<file path="config.mk">
export PLATFORM = sky130hd
export DESIGN_NAME = raster_bbox_scanner
export DESIGN_NICKNAME = d
export VERILOG_FILES = /design/src/rtl/raster_bbox_scanner.sv
export SDC_FILE = /design/constraint.sdc
export NUM_CORES = 1
export LEC_CHECK = 0
export CORE_AREA = 5 5 196 198
export CTS_CLUSTER_DIAMETER = 50
export CTS_CLUSTER_SIZE = 14
export DETAILED_ROUTE_END_ITERATION = 6
export DIE_AREA = 0 0 201 203
export MAX_ROUTING_LAYER = met4
export PLACE_DENSITY = 0.8
export SLEW_MARGIN = 10
export SYNTH_ARGS = -nofsm -noshare
export SYNTH_HDL_FRONTEND = slang
export SYNTH_SLANG_ARGS = --single-unit
</file>
<file path="constraint.sdc">
create_clock -name clk_in -period 4.45 [get_ports clk_in]
set_clock_uncertainty 0.15 [all_clocks]
set_input_delay 0.6675 -clock clk_in [delete_from_list [all_inputs] [get_ports clk_in]]
set_output_delay 0.6675 -clock clk_in [all_outputs]
set_load 0.03 [all_outputs]
</file>
<file path="src/rtl/raster_bbox_scanner.sv">
// Bounding-box scanner feeding the barycentric stage: latches a triangle, re-initialises the stage,
// then streams pixel centres with a delay-aligned pixel tag. Optional counters: RASTER_STATS_EN.
module raster_bbox_scanner #(
    parameter int COORD_WIDTH  = 32,
    parameter int FRAC_BITS    = 4,
    parameter int SCREEN_W     = 320,
    parameter int SCREEN_H     = 180,
    parameter int BC_DELAY     = 8,
    parameter int INIT_TIMEOUT = 128
) (
    input  logic                                 clk_in,
    input  logic                                 rst_n_in,
    input  logic                                 tri_valid_in,
    output logic                                 tri_ready_out,
    input  logic [2:0][COORD_WIDTH/2-1:0]        tri_a_in,
    input  logic [2:0][COORD_WIDTH/2-1:0]        tri_b_in,
    input  logic [2:0][COORD_WIDTH/2-1:0]        tri_c_in,
    output logic                                 bc_rst_out,
    output logic                                 bc_init_out,
    output logic [2:0][COORD_WIDTH/2-1:0]        bc_a_out,
    output logic [2:0][COORD_WIDTH/2-1:0]        bc_b_out,
    output logic [2:0][COORD_WIDTH/2-1:0]        bc_c_out,
    input  logic                                 bc_init_done_in,
    input  logic                                 bc_done_in,
    output logic [2:0][COORD_WIDTH/2-1:0]        bc_p_out,
    output logic                                 bc_valid_out,
    output logic [$clog2(SCREEN_W)-1:0]          tag_x_out,
    output logic [$clog2(SCREEN_H)-1:0]          tag_y_out,
    output logic                                 tag_valid_out,
    output logic                                 tag_last_out,
    output logic                                 busy_out,
    output logic                                 done_out,
    output logic                                 degenerate_out,
    output logic [31:0]                          stat_issued_out,
    output logic [31:0]                          stat_tris_out
);

    localparam int CW  = COORD_WIDTH / 2;
    localparam int TXW = $clog2(SCREEN_W);
    localparam int TYW = $clog2(SCREEN_H);
    localparam int TW  = $clog2(INIT_TIMEOUT + 1);
    localparam int DW  = $clog2(BC_DELAY + 1);

    localparam logic signed [CW-1:0] XLIM = CW'(SCREEN_W - 1);
    localparam logic signed [CW-1:0] YLIM = CW'(SCREEN_H - 1);
    localparam logic        [CW-1:0] HALF = CW'(1) << (FRAC_BITS - 1);

    localparam logic [2:0] S_IDLE   = 3'd0;
    localparam logic [2:0] S_CLEAR  = 3'd1;
    localparam logic [2:0] S_INIT   = 3'd2;
    localparam logic [2:0] S_WAIT   = 3'd3;
    localparam logic [2:0] S_SCAN   = 3'd4;
    localparam logic [2:0] S_DRAIN  = 3'd5;
    localparam logic [2:0] S_FINISH = 3'd6;

    typedef struct packed {
        logic           valid;
        logic [TXW-1:0] x;
        logic [TYW-1:0] y;
        logic           last;
    } tag_t;

    function automatic logic signed [CW-1:0] min3(input logic signed [CW-1:0] a,
                                                  input logic signed [CW-1:0] b,
                                                  input logic signed [CW-1:0] c);
        logic signed [CW-1:0] m;
        m = (a < b) ? a : b;
        return (c < m) ? c : m;
    endfunction

    function automatic logic signed [CW-1:0] max3(input logic signed [CW-1:0] a,
                                                  input logic signed [CW-1:0] b,
                                                  input logic signed [CW-1:0] c);
        logic signed [CW-1:0] m;
        m = (a > b) ? a : b;
        return (c > m) ? c : m;
    endfunction

    logic [2:0]           state_q, state_d;
    logic signed [CW-1:0] xmin_q, xmin_d, xmax_q, xmax_d;
    logic signed [CW-1:0] ymin_q, ymin_d, ymax_q, ymax_d;
    logic signed [CW-1:0] x_q, x_d, y_q, y_d;
    logic                 degen_q, degen_d;
    logic [TW-1:0]        tmo_q, tmo_d;
    logic [DW-1:0]        drain_q, drain_d;
    logic                 bc_rst_q;
    logic [1:0][CW-1:0]   va_q, va_d, vb_q, vb_d, vc_q, vc_d;
    tag_t                 pipe_q [BC_DELAY];
    tag_t                 tag_in;

    logic signed [CW-1:0] raw_xmin, raw_xmax, raw_ymin, raw_ymax;
    logic signed [CW-1:0] cl_xmin, cl_xmax, cl_ymin, cl_ymax;
    logic                 bbox_empty, scanning, scan_last;
    logic                 unused_z;

    assign unused_z = ^{tri_a_in[2], tri_b_in[2], tri_c_in[2]};

    // Pixel bbox from the raw vertices, intersected with the screen so off-screen triangles come out empty.
    assign raw_xmin = min3($signed(tri_a_in[0]), $signed(tri_b_in[0]), $signed(tri_c_in[0])) >>> FRAC_BITS;
    assign raw_xmax = max3($signed(tri_a_in[0]), $signed(tri_b_in[0]), $signed(tri_c_in[0])) >>> FRAC_BITS;
    assign raw_ymin = min3($signed(tri_a_in[1]), $signed(tri_b_in[1]), $signed(tri_c_in[1])) >>> FRAC_BITS;
    assign raw_ymax = max3($signed(tri_a_in[1]), $signed(tri_b_in[1]), $signed(tri_c_in[1])) >>> FRAC_BITS;
    assign cl_xmin  = raw_xmin[CW-1] ? '0 : raw_xmin;
    assign cl_ymin  = raw_ymin[CW-1] ? '0 : raw_ymin;
    assign cl_xmax  = (raw_xmax > XLIM) ? XLIM : raw_xmax;
    assign cl_ymax  = (raw_ymax > YLIM) ? YLIM : raw_ymax;
    assign bbox_empty = (cl_xmin > cl_xmax) || (cl_ymin > cl_ymax);

    assign scanning  = (state_q == S_SCAN);
    assign scan_last = scanning && (x_q == xmax_q) && (y_q == ymax_q);

    always_comb begin
        state_d = state_q;
        xmin_d  = xmin_q;
        xmax_d  = xmax_q;
        ymin_d  = ymin_q;
        ymax_d  = ymax_q;
        x_d     = x_q;
        y_d     = y_q;
        degen_d = degen_q;
        tmo_d   = tmo_q;
        drain_d = drain_q;
        va_d    = va_q;
        vb_d    = vb_q;
        vc_d    = vc_q;
        case (state_q)
            S_IDLE: begin
                if (tri_valid_in) begin
                    va_d    = tri_a_in[1:0];
                    vb_d    = tri_b_in[1:0];
                    vc_d    = tri_c_in[1:0];
                    xmin_d  = cl_xmin;
                    xmax_d  = cl_xmax;
                    ymin_d  = cl_ymin;
                    ymax_d  = cl_ymax;
                    degen_d = bbox_empty;
                    state_d = bbox_empty ? S_FINISH : S_CLEAR;
                end
            end
            S_CLEAR: state_d = S_INIT;
            S_INIT: begin
                tmo_d   = TW'(INIT_TIMEOUT);
                state_d = S_WAIT;
            end
            S_WAIT: begin
                if (bc_init_done_in) begin
                    x_d     = xmin_q;
                    y_d     = ymin_q;
                    state_d = S_SCAN;
                end else if (bc_done_in || tmo_q <= TW'(1)) begin
                    degen_d = 1'b1;
                    state_d = S_FINISH;
                end else begin
                    tmo_d = tmo_q - TW'(1);
                end
            end
            S_SCAN: begin
                if (x_q == xmax_q) begin
                    x_d = xmin_q;
                    if (y_q == ymax_q) begin
                        drain_d = DW'(BC_DELAY - 1);
                        state_d = (BC_DELAY > 1) ? S_DRAIN : S_FINISH;
                    end else begin
                        y_d = y_q + CW'(1);
                    end
                end else begin
                    x_d = x_q + CW'(1);
                end
            end
            // Drain ends so that done_out lands on the same cycle as the last tag.
            S_DRAIN: begin
                if (drain_q <= DW'(1)) begin
                    state_d = S_FINISH;
                end else begin
                    drain_d = drain_q - DW'(1);
                end
            end
            S_FINISH: state_d = S_IDLE;
            default:  state_d = S_IDLE;
        endcase
    end

    always_ff @(posedge clk_in or negedge rst_n_in) begin
        if (!rst_n_in) begin
            state_q  <= S_IDLE;
            xmin_q   <= '0;
            xmax_q   <= '0;
            ymin_q   <= '0;
            ymax_q   <= '0;
            x_q      <= '0;
            y_q      <= '0;
            degen_q  <= 1'b0;
            tmo_q    <= '0;
            drain_q  <= '0;
            va_q     <= '0;
            vb_q     <= '0;
            vc_q     <= '0;
            bc_rst_q <= 1'b1;
        end else begin
            state_q  <= state_d;
            xmin_q   <= xmin_d;
            xmax_q   <= xmax_d;
            ymin_q   <= ymin_d;
            ymax_q   <= ymax_d;
            x_q      <= x_d;
            y_q      <= y_d;
            degen_q  <= degen_d;
            tmo_q    <= tmo_d;
            drain_q  <= drain_d;
            va_q     <= va_d;
            vb_q     <= vb_d;
            vc_q     <= vc_d;
            bc_rst_q <= (state_d == S_CLEAR);
        end
    end

    always_comb begin
        tag_in = '0;
        if (scanning) begin
            tag_in.valid = 1'b1;
            tag_in.x     = x_q[TXW-1:0];
            tag_in.y     = y_q[TYW-1:0];
            tag_in.last  = scan_last;
        end
    end

    always_ff @(posedge clk_in or negedge rst_n_in) begin
        if (!rst_n_in) begin
            for (int i = 0; i < BC_DELAY; i++) pipe_q[i] <= '0;
        end else begin
            pipe_q[0] <= tag_in;
            for (int i = 1; i < BC_DELAY; i++) pipe_q[i] <= pipe_q[i-1];
        end
    end

    always_comb begin
        bc_p_out = '0;
        if (scanning) begin
            bc_p_out[0] = (x_q <<< FRAC_BITS) | HALF;
            bc_p_out[1] = (y_q <<< FRAC_BITS) | HALF;
        end
    end

    assign tri_ready_out  = rst_n_in && (state_q == S_IDLE);
    assign bc_rst_out     = bc_rst_q;
    assign bc_init_out    = (state_q == S_INIT);
    assign bc_valid_out   = scanning;
    assign bc_a_out       = {CW'(0), va_q};
    assign bc_b_out       = {CW'(0), vb_q};
    assign bc_c_out       = {CW'(0), vc_q};
    assign tag_valid_out  = pipe_q[BC_DELAY-1].valid;
    assign tag_x_out      = pipe_q[BC_DELAY-1].x;
    assign tag_y_out      = pipe_q[BC_DELAY-1].y;
    assign tag_last_out   = pipe_q[BC_DELAY-1].last;
    assign busy_out       = (state_q != S_IDLE);
    assign done_out       = (state_q == S_FINISH);
    assign degenerate_out = done_out && degen_q;

`ifdef RASTER_STATS_EN
    logic [31:0] issued_q, tris_q;

    // Saturating counters, cleared only by reset.
    always_ff @(posedge clk_in or negedge rst_n_in) begin
        if (!rst_n_in) begin
            issued_q <= '0;
            tris_q   <= '0;
        end else begin
            if (bc_valid_out && issued_q != '1) issued_q <= issued_q + 32'd1;
            if (done_out && tris_q != '1)       tris_q   <= tris_q + 32'd1;
        end
    end

    assign stat_issued_out = issued_q;
    assign stat_tris_out   = tris_q;
`else
    assign stat_issued_out = '0;
    assign stat_tris_out   = '0;
`endif

endmodule

</file>
==> flow_metrics.env <==
export IMPL_critPathKind="in -> reg"
export IMPL_end_kind="register"
export IMPL_finalWeightedCongestion=0.931
export IMPL_dp_hpwl_microns=40500
export IMPL_startpoint_type="primary input"
export IMPL_leakage_nw=12.4
export IMPL_core_area_sq_mm=0.0363
export IMPL_layoutNonFillerInstCount=2911
export IMPL_setup_ws_ps=-1770
export IMPL_die_area_sq_mm=0.0408
export IMPL_grt_max_degree=171
export IMPL_numCtsBuffers=37
export IMPL_syn_area_sq_mm=0.0179
export IMPL_wl_microns=56100
export IMPL_crit_slowest_cell="or4_1"
export IMPL_max_slew_margin_pct=36.5
export IMPL_finalCritPeriodShare_pct=140
export IMPL_antenna_found_initial=1
export IMPL_synthCells=1838
export IMPL_cp_required_ps=4710
export IMPL_start_util_pct=49.3
export IMPL_power_density_mw_per_mm2=575
export IMPL_viasPerCell=5.34
export IMPL_ys_flop_type="dfrtp_1"
export IMPL_grtUsageTotal_pct=27.1
export IMPL_placedCellCount=2743
export IMPL_fmax_mhz=161
export IMPL_rows=70
export IMPL_dieWidth_microns=201
export IMPL_period_needed_ps=6220
export IMPL_cts_root_buffer="clkbuf_16"
export IMPL_status="finished with violations"
export IMPL_holdWs_ps=196
export IMPL_synth_edff_count=0
export IMPL_drive_gt1_share_pct=29.4
export IMPL_drt_initial_drc_count=951
export IMPL_io_pins=431
export IMPL_ir_worst_vdd_v=0.000503
export IMPL_netlist_top_cell_by_area="dfrtp_1"
export IMPL_grt_pass1_vias=16100
export IMPL_hp_class="reg -> reg"
export IMPL_grt_setup_unrepaired="yes"
export IMPL_synth_area_leaders="dfrtp_1, ha_1, buf_4"
export IMPL_h_tree_depth=2
export IMPL_syn_area_per_cell_sq_um=9.74
export IMPL_ys_seq_elements=343
export IMPL_n_fill_cell=2639
export IMPL_avgRoutedWirePerCell_microns=19.3
export IMPL_yosysSeqAreaShare_pct=47.9
export IMPL_cp_max_fo=7
export IMPL_finalNetCount=2685
export IMPL_route_detailed_drc=0
export IMPL_max_slew_worst_pin_slew_ps=953
export IMPL_cp_common_cell="buf_6"
export IMPL_cts_path_max_buffers=3
export IMPL_cts_clk_slew_worst_paths_ps=60
export IMPL_setup_viol=43
export IMPL_vias=15600
export IMPL_cts_tree="built"
export IMPL_grt_pass1_wl_microns=86900
export IMPL_finalMaxSlewViolations=0
export IMPL_grt_ovfl_total=0
export IMPL_postRouteAntennaNets=0
export IMPL_cpPeakStageDelay_ps=470
export IMPL_worstPathArrival_ps=6480
export IMPL_yosys_warnings=0
export IMPL_ys_async_sr_fraction_pct=100
export IMPL_die_y_microns=203
export IMPL_clk_latency_ps=560
export IMPL_failed_checks="setup timing"
export IMPL_clock_sinks=343
export IMPL_ys_types=76
export IMPL_maxCapViolations=0
export IMPL_finalHoldViolations=0
export IMPL_area_growth_pct=42.6
export IMPL_port_buffers=248
export IMPL_dr_pass1_iters=5
export IMPL_synth_top_cell_area_share_pct=47.8
-- critical path, delay by kind of cell --
family,cells,cell delay [ps]
compound gates,13,1840
mux,1,280
buf+inv,6,750
simple gates,8,2260
fa+ha+maj,3,670
-- metal layers --
layer  share of wire (%)  GRT usage, %  vias to the layer above
met3                 7.6          6.15                      115
met2                  47          43.3                      631
li1                    -             -                     7252
met5                   0             -                        -
met4                 2.9          7.87                        0
met1                  43          35.1                     7556
-- cell usage after synthesis (26+ instances only) --
library cell  instances
a21oi_1              90
dfrtp_1             342
ha_1                122
xor2_1               30
buf_4               170
and3_1               40
mux2i_1              33
nand2_1             328
nand3_1              37
o211ai_1             26
nor2_1               87
inv_1                62
clkbuf_1             59
nor3_1               28
o21ai_0             103
-- area by class of cell --
type,instances,area [sq um],area share [%]
clock inverter,19,245,0.960
multi-input combinational,1321,9200,36.0
tap,468,586,2.29
sequential,343,8580,33.6
clock buffer,48,1010,3.94
antenna,1,2.50,0.00980
timing repair buffer,648,5640,22.1
inverter,63,274,1.07
-- power breakdown --
group / total [mW] / switching, mW / internal [mW]
clock: 3.15 / 1.33 / 1.82
sequential: 4.82 / 0.693 / 4.13
combinational: 6.72 / 3.87 / 2.86
-- state kept, by name, summed over array words and instances, names as in the netlist --
name,cells
pipe_q,133
bc_a_out,32
bc_b_out,32
bc_c_out,32
x_q,16
y_q,16
xmax_q,12
ymax_q,12
xmin_q,11
ymin_q,11
tag_x_out,9
tag_y_out,8
tmo_q,8
drain_q,4
state_q,3
bc_rst_out,1
degen_q,1
tag_last_out,1
tag_valid_out,1
-- cells by family after synthesis --
| family | after synthesis | synth area share, % |
|---|---|---|
| and+or+nand+nor | 640 | 16.6 |
| xor gates and xnor gates | 33 | 1.61 |
| other | 1 | 0.0209 |
| buffers and inverters | 309 | 10.2 |
| muxes | 35 | 1.97 |
| AOI/OAI and AO/OA | 355 | 13.1 |
| DFF | 343 | 47.9 |
| adders and majority gates | 122 | 8.52 |
-- metrics by stage --
step	setup TNS (ps)	util, %	power (mW)	area, sq um	setup WS (ps)
CTS	-11860	68.4	14.5	24900	-1690
detailed placement	-72750	61.8	10.9	22400	-3100
finish	-13790	70.3	14.7	25500	-1770
floorplan	-16830	-	8.42	18600	-2070
global route	-22410	70.3	15.5	25500	-2060
global placement	-68220	61.8	10.8	22400	-2850
-- path summary, 6_finish.rpt --
| kind | slack [ps] | cells after the start | from | endpoint |
|---|---|---|---|---|
| max in group asynchronous | 2470 | 3 | rst_n_in | bc_a_out[15]$_DFFE_PN0P_ |
| worst max register to register | 1200 | 9 | state_q[2]$_DFF_PN0_ | y_q[14]$_DFFE_PN0P_ |
| worst min-delay path | 200 | 0 | pipe_q[94]$_DFF_PN0_ | pipe_q[75]$_DFF_PN0_ |
| min in group asynchronous | 420 | 2 | rst_n_in | pipe_q[30]$_DFF_PN0_ |
| worst max-delay path | -1770 | 31 | tri_b_in[11] | state_q[0]$_DFF_PN0_ |
| worst min register to register | 200 | 0 | pipe_q[94]$_DFF_PN0_ | pipe_q[75]$_DFF_PN0_ |
-- cells in the final DEF, fill, tap and decap left out, types with 12 or more instances in the layout --
cell type          n
a21oi_2           21
and3_1            37
ha_1              80
nand3_1           35
a221o_1           19
buf_2             17
nor3_1            23
xor2_1            30
nand2_1          314
inv_2             22
conb_1           134
a21o_1            17
mux2i_2           12
o211ai_1          26
clkdlybuf4s50_1  181
nor4_1            16
nand4_1           18
o21ai_0           92
clkbuf_16         38
ha_4              38
nor3b_1           13
buf_4            363
dfrtp_1          342
nor2_1            83
mux2i_1           16
a21oi_1           65
buf_6             41
and2_1            18
inv_1             32
-- what timing repair did --
item	CTS	global route
cloned	2	2
pin swaps	85	46
endpoints found under the setup margin	50	50
gates resized for setup	342	131
hold buffers	1	0
endpoints found under the hold margin	32	0
setup buffers	74	25
Power figures use the tool's default switching activity.
